File: config.mk
export PLATFORM = sky130hd
export DESIGN_NAME = mem_arbiter
export DESIGN_NICKNAME = d
export VERILOG_FILES = /design/src/rtl/mem_arbiter.sv
export SDC_FILE = /design/constraint.sdc
export NUM_CORES = 1
export LEC_CHECK = 0
export ABC_AREA = 1
export CORE_MARGIN = 2
export CORE_UTILIZATION = 47
export CTS_CLUSTER_DIAMETER = 120
export DETAILED_ROUTE_END_ITERATION = 6
export GPL_ROUTABILITY_DRIVEN = 0
export PLACE_DENSITY = 0.88
export REMOVE_ABC_BUFFERS = 1
export SYNTH_ARGS = -nofsm -noshare
export SYNTH_HDL_FRONTEND = slang
export SYNTH_SLANG_ARGS = --single-unit
File: constraint.sdc
create_clock -name Clock -period 2.3 [get_ports Clock]
set_input_delay 0.23 -clock Clock [delete_from_list [all_inputs] [get_ports Clock]]
set_output_delay 0.23 -clock Clock [all_outputs]
set_load 0.05 [all_outputs]
File: src/rtl/mem_arbiter.sv
// Two-port arbiter (CPU, loader) in front of a single-port RAM with fixed read latency.
// Optional macro MEM_ARB_CPU_PRIO_EN: CPU wins every tie instead of round robin.
module mem_arbiter #(
    parameter int DATA_W  = 32,
    parameter int ADDR_W  = 9,
    parameter int RAM_LAT = 1
) (
    input  logic              Clock,
    input  logic              Reset,
    input  logic              cpu_req,
    input  logic              cpu_we,
    input  logic [ADDR_W-1:0] cpu_addr,
    input  logic [DATA_W-1:0] cpu_wdata,
    output logic              cpu_gnt,
    output logic              cpu_done,
    output logic [DATA_W-1:0] cpu_rdata,
    input  logic              ldr_req,
    input  logic              ldr_we,
    input  logic [ADDR_W-1:0] ldr_addr,
    input  logic [DATA_W-1:0] ldr_wdata,
    output logic              ldr_gnt,
    output logic              ldr_done,
    output logic [DATA_W-1:0] ldr_rdata,
    output logic              ram_en,
    output logic              ram_we,
    output logic [ADDR_W-1:0] ram_addr,
    output logic [DATA_W-1:0] ram_wdata,
    input  logic [DATA_W-1:0] ram_rdata,
    output logic              busy
);

    localparam logic [1:0] S_IDLE  = 2'd0;
    localparam logic [1:0] S_ISSUE = 2'd1;
    localparam logic [1:0] S_WAIT  = 2'd2;
    localparam logic [1:0] S_DONE  = 2'd3;

    localparam logic OWN_CPU = 1'b0;
    localparam logic OWN_LDR = 1'b1;

    localparam logic [2:0] LAT_M1 = 3'(RAM_LAT - 1);

    logic [1:0]        state_q, state_d;
    logic              owner_q, owner_d;
    logic              last_owner_q, last_owner_d;
    logic              req_we_q, req_we_d;
    logic [ADDR_W-1:0] req_addr_q, req_addr_d;
    logic [DATA_W-1:0] req_wdata_q, req_wdata_d;
    logic [2:0]        cnt_q, cnt_d;
    logic [DATA_W-1:0] cpu_rdata_q, cpu_rdata_d;
    logic [DATA_W-1:0] ldr_rdata_q, ldr_rdata_d;
    logic              cpu_win;
    logic              sample;

    always_comb begin
        state_d      = state_q;
        owner_d      = owner_q;
        last_owner_d = last_owner_q;
        req_we_d     = req_we_q;
        req_addr_d   = req_addr_q;
        req_wdata_d  = req_wdata_q;
        cnt_d        = cnt_q;
        cpu_rdata_d  = cpu_rdata_q;
        ldr_rdata_d  = ldr_rdata_q;
        cpu_win      = 1'b0;
        sample       = 1'b0;

        case (state_q)
            S_IDLE: begin
                if (cpu_req || ldr_req) begin
`ifdef MEM_ARB_CPU_PRIO_EN
                    cpu_win = cpu_req;
`else
                    // On a tie the port that did not own the last access wins.
                    cpu_win = cpu_req && (!ldr_req || (last_owner_q == OWN_LDR));
`endif
                    owner_d      = cpu_win ? OWN_CPU : OWN_LDR;
                    last_owner_d = cpu_win ? OWN_CPU : OWN_LDR;
                    req_we_d     = cpu_win ? cpu_we    : ldr_we;
                    req_addr_d   = cpu_win ? cpu_addr  : ldr_addr;
                    req_wdata_d  = cpu_win ? cpu_wdata : ldr_wdata;
                    state_d      = S_ISSUE;
                end
            end
            S_ISSUE: begin
                if (RAM_LAT == 1) begin
                    state_d = S_DONE;
                    sample  = 1'b1;
                end else begin
                    cnt_d   = LAT_M1;
                    state_d = S_WAIT;
                end
            end
            S_WAIT: begin
                if (cnt_q == 3'd1) begin
                    state_d = S_DONE;
                    sample  = 1'b1;
                end else begin
                    cnt_d = cnt_q - 3'd1;
                end
            end
            default: begin
                state_d = S_IDLE;
            end
        endcase

        // Read data is captured on the edge that enters DONE, into the owner's port only.
        if (sample && !req_we_q) begin
            if (owner_q == OWN_CPU) cpu_rdata_d = ram_rdata;
            else                    ldr_rdata_d = ram_rdata;
        end
    end

    always_ff @(posedge Clock) begin
        if (Reset) begin
            state_q      <= S_IDLE;
            owner_q      <= OWN_CPU;
            last_owner_q <= OWN_LDR;
            req_we_q     <= 1'b0;
            req_addr_q   <= '0;
            req_wdata_q  <= '0;
            cnt_q        <= 3'd0;
            cpu_rdata_q  <= '0;
            ldr_rdata_q  <= '0;
        end else begin
            state_q      <= state_d;
            owner_q      <= owner_d;
            last_owner_q <= last_owner_d;
            req_we_q     <= req_we_d;
            req_addr_q   <= req_addr_d;
            req_wdata_q  <= req_wdata_d;
            cnt_q        <= cnt_d;
            cpu_rdata_q  <= cpu_rdata_d;
            ldr_rdata_q  <= ldr_rdata_d;
        end
    end

    assign ram_en    = (state_q == S_ISSUE);
    assign ram_we    = ram_en && req_we_q;
    assign ram_addr  = req_addr_q;
    assign ram_wdata = req_wdata_q;
    assign cpu_gnt   = ram_en && (owner_q == OWN_CPU);
    assign ldr_gnt   = ram_en && (owner_q == OWN_LDR);
    assign cpu_done  = (state_q == S_DONE) && (owner_q == OWN_CPU);
    assign ldr_done  = (state_q == S_DONE) && (owner_q == OWN_LDR);
    assign cpu_rdata = cpu_rdata_q;
    assign ldr_rdata = ldr_rdata_q;
    assign busy      = (state_q != S_IDLE);

endmodule

==> results of run 1 <==
synthesized netlist by cell type, types with 2 or more instances:
cell	instances	area, sq um
nand2_1	266	998
inv_2	4	15.0
buf_1	15	56.3
ha_1	6	75.1
a21oi_1	3	15.0
nand3_2	2	20.0
nor2_1	154	578
nand3_1	46	230
inv_1	217	815
buf_2	27	135
nand4_1	64	400
clkbuf_1	2	7.51
o21ai_0	3	15.0
dfxtp_1	113	2260
buf_4	11	82.6
flip-flops by register name, summed over array words and instances (netlist names), 2 cells and up:
signal / cells
cpu_rdata: 32
ldr_rdata: 32
ram_wdata: 32
ram_addr: 9
cnt_q: 3
state_q: 2
worst register-to-register path: stages (launching register included):
cell and delay [ns]:
dfxtp_1 0.38, inv_1 0.09, ha_1 0.30, inv_1 0.07, nor2_4 0.31, nand3_2 0.11
buf_4 0.27, nand2_1 0.12, inv_1 0.05, nor2_1 0.11
power groups by stage:
stage / registers (W) / logic, W / clock network (W)
floorplan: 0.00428 / 0.00199 / 0
global placement: 0.00274 / 0.00528 / 0
detailed placement: 0.00276 / 0.00534 / 0
CTS: 0.00272 / 0.00538 / 0.00281
global route: 0.00277 / 0.00583 / 0.00291
finish: 0.00271 / 0.00537 / 0.00277
area by class of cell:
cell class                 count  area (sq um)
inverter                     221           830
clock buffer                  18           439
sequential                   113          2260
tap                          147           184
clock inverter                14           189
fill                         967          3210
multi-input combinational    549          2390
timing repair buffer         243          2450
repair_timing:
| item | CTS | global route |
|---|---|---|
| hold buffers | 0 | 0 |
| endpoints found under the setup margin | 0 | 1 |
| gates resized for setup | 0 | 1 |
| hold endpoints to repair | 0 | 0 |
layer usage:
layer  up-vias  track usage, %
met3        21            8.36
met1      2682            28.7
met5         -               0
li1       3171               -
met2       253            43.1
met4         0            7.15
logic make-up (layout without fill, tap and decap cells):
family | count (synthesis) | after routing | synth area share (%)
AO/OA/AOI/OAI | 8 | 8 | 0.826
XOR/XNOR | 1 | 1 | 0.152
adder cells (fa/ha/maj) | 6 | 6 | 1.30
buffers and inverters | 277 | 496 | 19.5
flip-flops | 113 | 113 | 39.3
AND/OR/NAND/NOR | 534 | 534 | 38.9
per-stage QoR:
step / util (%) / total power, W / TNS [ns]
global route: 73.1 / 0.0115 / 0
floorplan: - / 0.00627 / -80.64
detailed placement: 67.9 / 0.00810 / 0
finish: 73.1 / 0.0109 / 0
global placement: 67.9 / 0.00802 / 0
CTS: 73.1 / 0.0109 / 0
worst min path at each step:
| stage | endpoint | slack (ns) |
|---|---|---|
| after global routing | last_owner_q | 0.21 |
| final | last_owner_q | 0.18 |
| after detailed placement | cnt_q[1] | 0.49 |
| after global placement | cnt_q[1] | 0.47 |
| after floorplan | owner_q | 0.30 |
| after CTS | last_owner_q | 0.17 |
==> key figures, run 1 <==
Global route
  • Global route overflow: 0
  • Initial antenna violation count: 0
  • Vias in the first global route: 5567
  • Gr usage total: 24.7%
  • First-pass GRT wire length: roughly 26000 um
  • Largest net degree at the start of global routing: 87

Pwr
  • Clock power frac: approximately a quarter
  • Sw frac: 44.3%
  • PD cells: ~1200 nW/um^2
  • Combinational Power Share: 49.5%
  • NetSw: 0.00480 W
  • Leak: 4.33 nW
  • Int Power: slightly above 0.006 W
  • Maximum vdd ir drop: 0.933 mV
  • Sequential Power Share: between 20% and 30%

CTS
  • CTS Buf Count: 17
  • Clock transition at path regs: approximately 0.05 ns
  • Clk root buf: clkbuf_16
  • Postcts setup bufs: 0
  • CTS tree: done
  • CTS Sinks: ~110
  • Clock Latency Late Sink: around 0.40 ns
  • H-tree depth: 4
  • Clock buffer depth: 2

Layout
  • Design Area, Final: slightly below 9000 sq um
  • Commonest non-fill, non-tap cell in the layout: nand2_1
  • Final layout net count: 1271
  • Non-Filler Instances: between 1000 and 1500
  • Ant diodes: 0
  • Area grow syn2layout: 52.0%
  • Layout cells sized above 1: under 10%
  • Most frequent cells in the layout: nand2_1, clkdlybuf4s50_1, inv_1, nor2_1, dfxtp_1

Timing
  • Slew Viols, Final: 0
  • Period utilization: 95.9%
  • Worst Tran Pin Value: slightly above 0.7 ns
  • Final min period: around 2.2 ns
  • Hold_ws: ~0.18 ns
  • FMAX: about 450 MHz
  • Final setup vio count: 0
  • Slew headroom: just over 50%
  • Setup ws final: 0.0942 ns
  • Clk_skew: slightly below 0.008 ns
  • RSZ-0062 raised after global routing: no
  • Final hold violations: 0

Yosys
  • Register area share after synthesis: 39.3%
  • Unique masters post-synth: 21
  • Seq cells post-synth: 113
  • Avg Synthesized Cell Area: 6.13 sq um
  • Warnings from Yosys: 0
  • Top FF cell, synth: dfxtp_1
  • Post-synth EDFFs: 0
  • Ys async rst share: 0%
  • Cell area after synthesis: 5760 sq um
  • Cells after Synth: 939

Drt
  • 1st-iter DRT viols: between 500 and 600
  • Top Metal Used: met4
  • Routed Antenna Nets: 0
  • WL met3: ~1400 um
  • Routed wl met2: 8060 um
  • Via count: approximately 6000
  • Detailed Route WL: about 16000 um
  • Residual DRC count: 0
  • Avg WL per Cell: 12.5 um
  • DRT met1 WL: around 6600 um
  • Vias/cell: approximately 4.7
  • Detailed-router iteration count before antenna repair: 5

Worst setup path
  • Worst Setup EP: ram_we
  • Crit path cell chain: inv_1, ha_1, nand2_1, inv_1, clkdlybuf4s50_1
  • Slack of the worst reg-to-reg path: roughly 0.45 ns
  • End of the worst register-to-register path: ldr_rdata[9]
  • CP max FO: 4
  • Startpoint types: flop
  • Max incr delay on CP: about 0.8 ns
  • Crit path DAT: between 1.5 and 2 ns
  • Crit path from: state_q[1]
  • R2R cell count: 9
  • Worst R2R Start: state_q[1]
  • Critical path depth: 5
  • Family with the most delay on the worst path: buffers and inverters
  • Worst setup path category: reg -> out
  • Most used cell, CP: inv_1
  • Worst Path Buf+Inv: 3
  • Max stage delay cell, worst path: clkdlybuf4s50_1
  • Critical Path RT: around 2.1 ns
  • Critical Path Sink Type: output pin

Floorplanning
  • Top Ports: approximately 230
  • Starting Density: roughly half
  • Core area: 12000 sq um
  • Die X: around 110 um
  • Chip height: approximately 110 um
  • FP Rows: 40
  • Die ar.: roughly 13000 sq um

Placement
  • Cell count after placement: around 1300
  • Pre-CTS setup slack: 0.479 ns
  • Post-Place Cell Area: ~8100 sq um
  • Detail Placement HPWL: 11200 um
  • PortBufs: approximately 230

Min path
  • HP Class: in -> reg
  • Hold Startpoint: Reset
  • Hold Path Depth: 3

Run
  • Max Cap Viol: 0

Outcome
  • Run status: completed
Power figures use the tool's default switching activity.
==> run 2, diff against run 1 <==
--- a/config.mk
+++ b/config.mk
@@ -11,6 +11,7 @@
 export CTS_CLUSTER_DIAMETER = 120
 export DETAILED_ROUTE_END_ITERATION = 6
 export GPL_ROUTABILITY_DRIVEN = 0
+export HOLD_SLACK_MARGIN = 0.02
 export PLACE_DENSITY = 0.88
 export REMOVE_ABC_BUFFERS = 1
 export SYNTH_ARGS = -nofsm -noshare
==> results of run 2 <==
No change in the layout: final DEF, timing and power equal those of run 1.
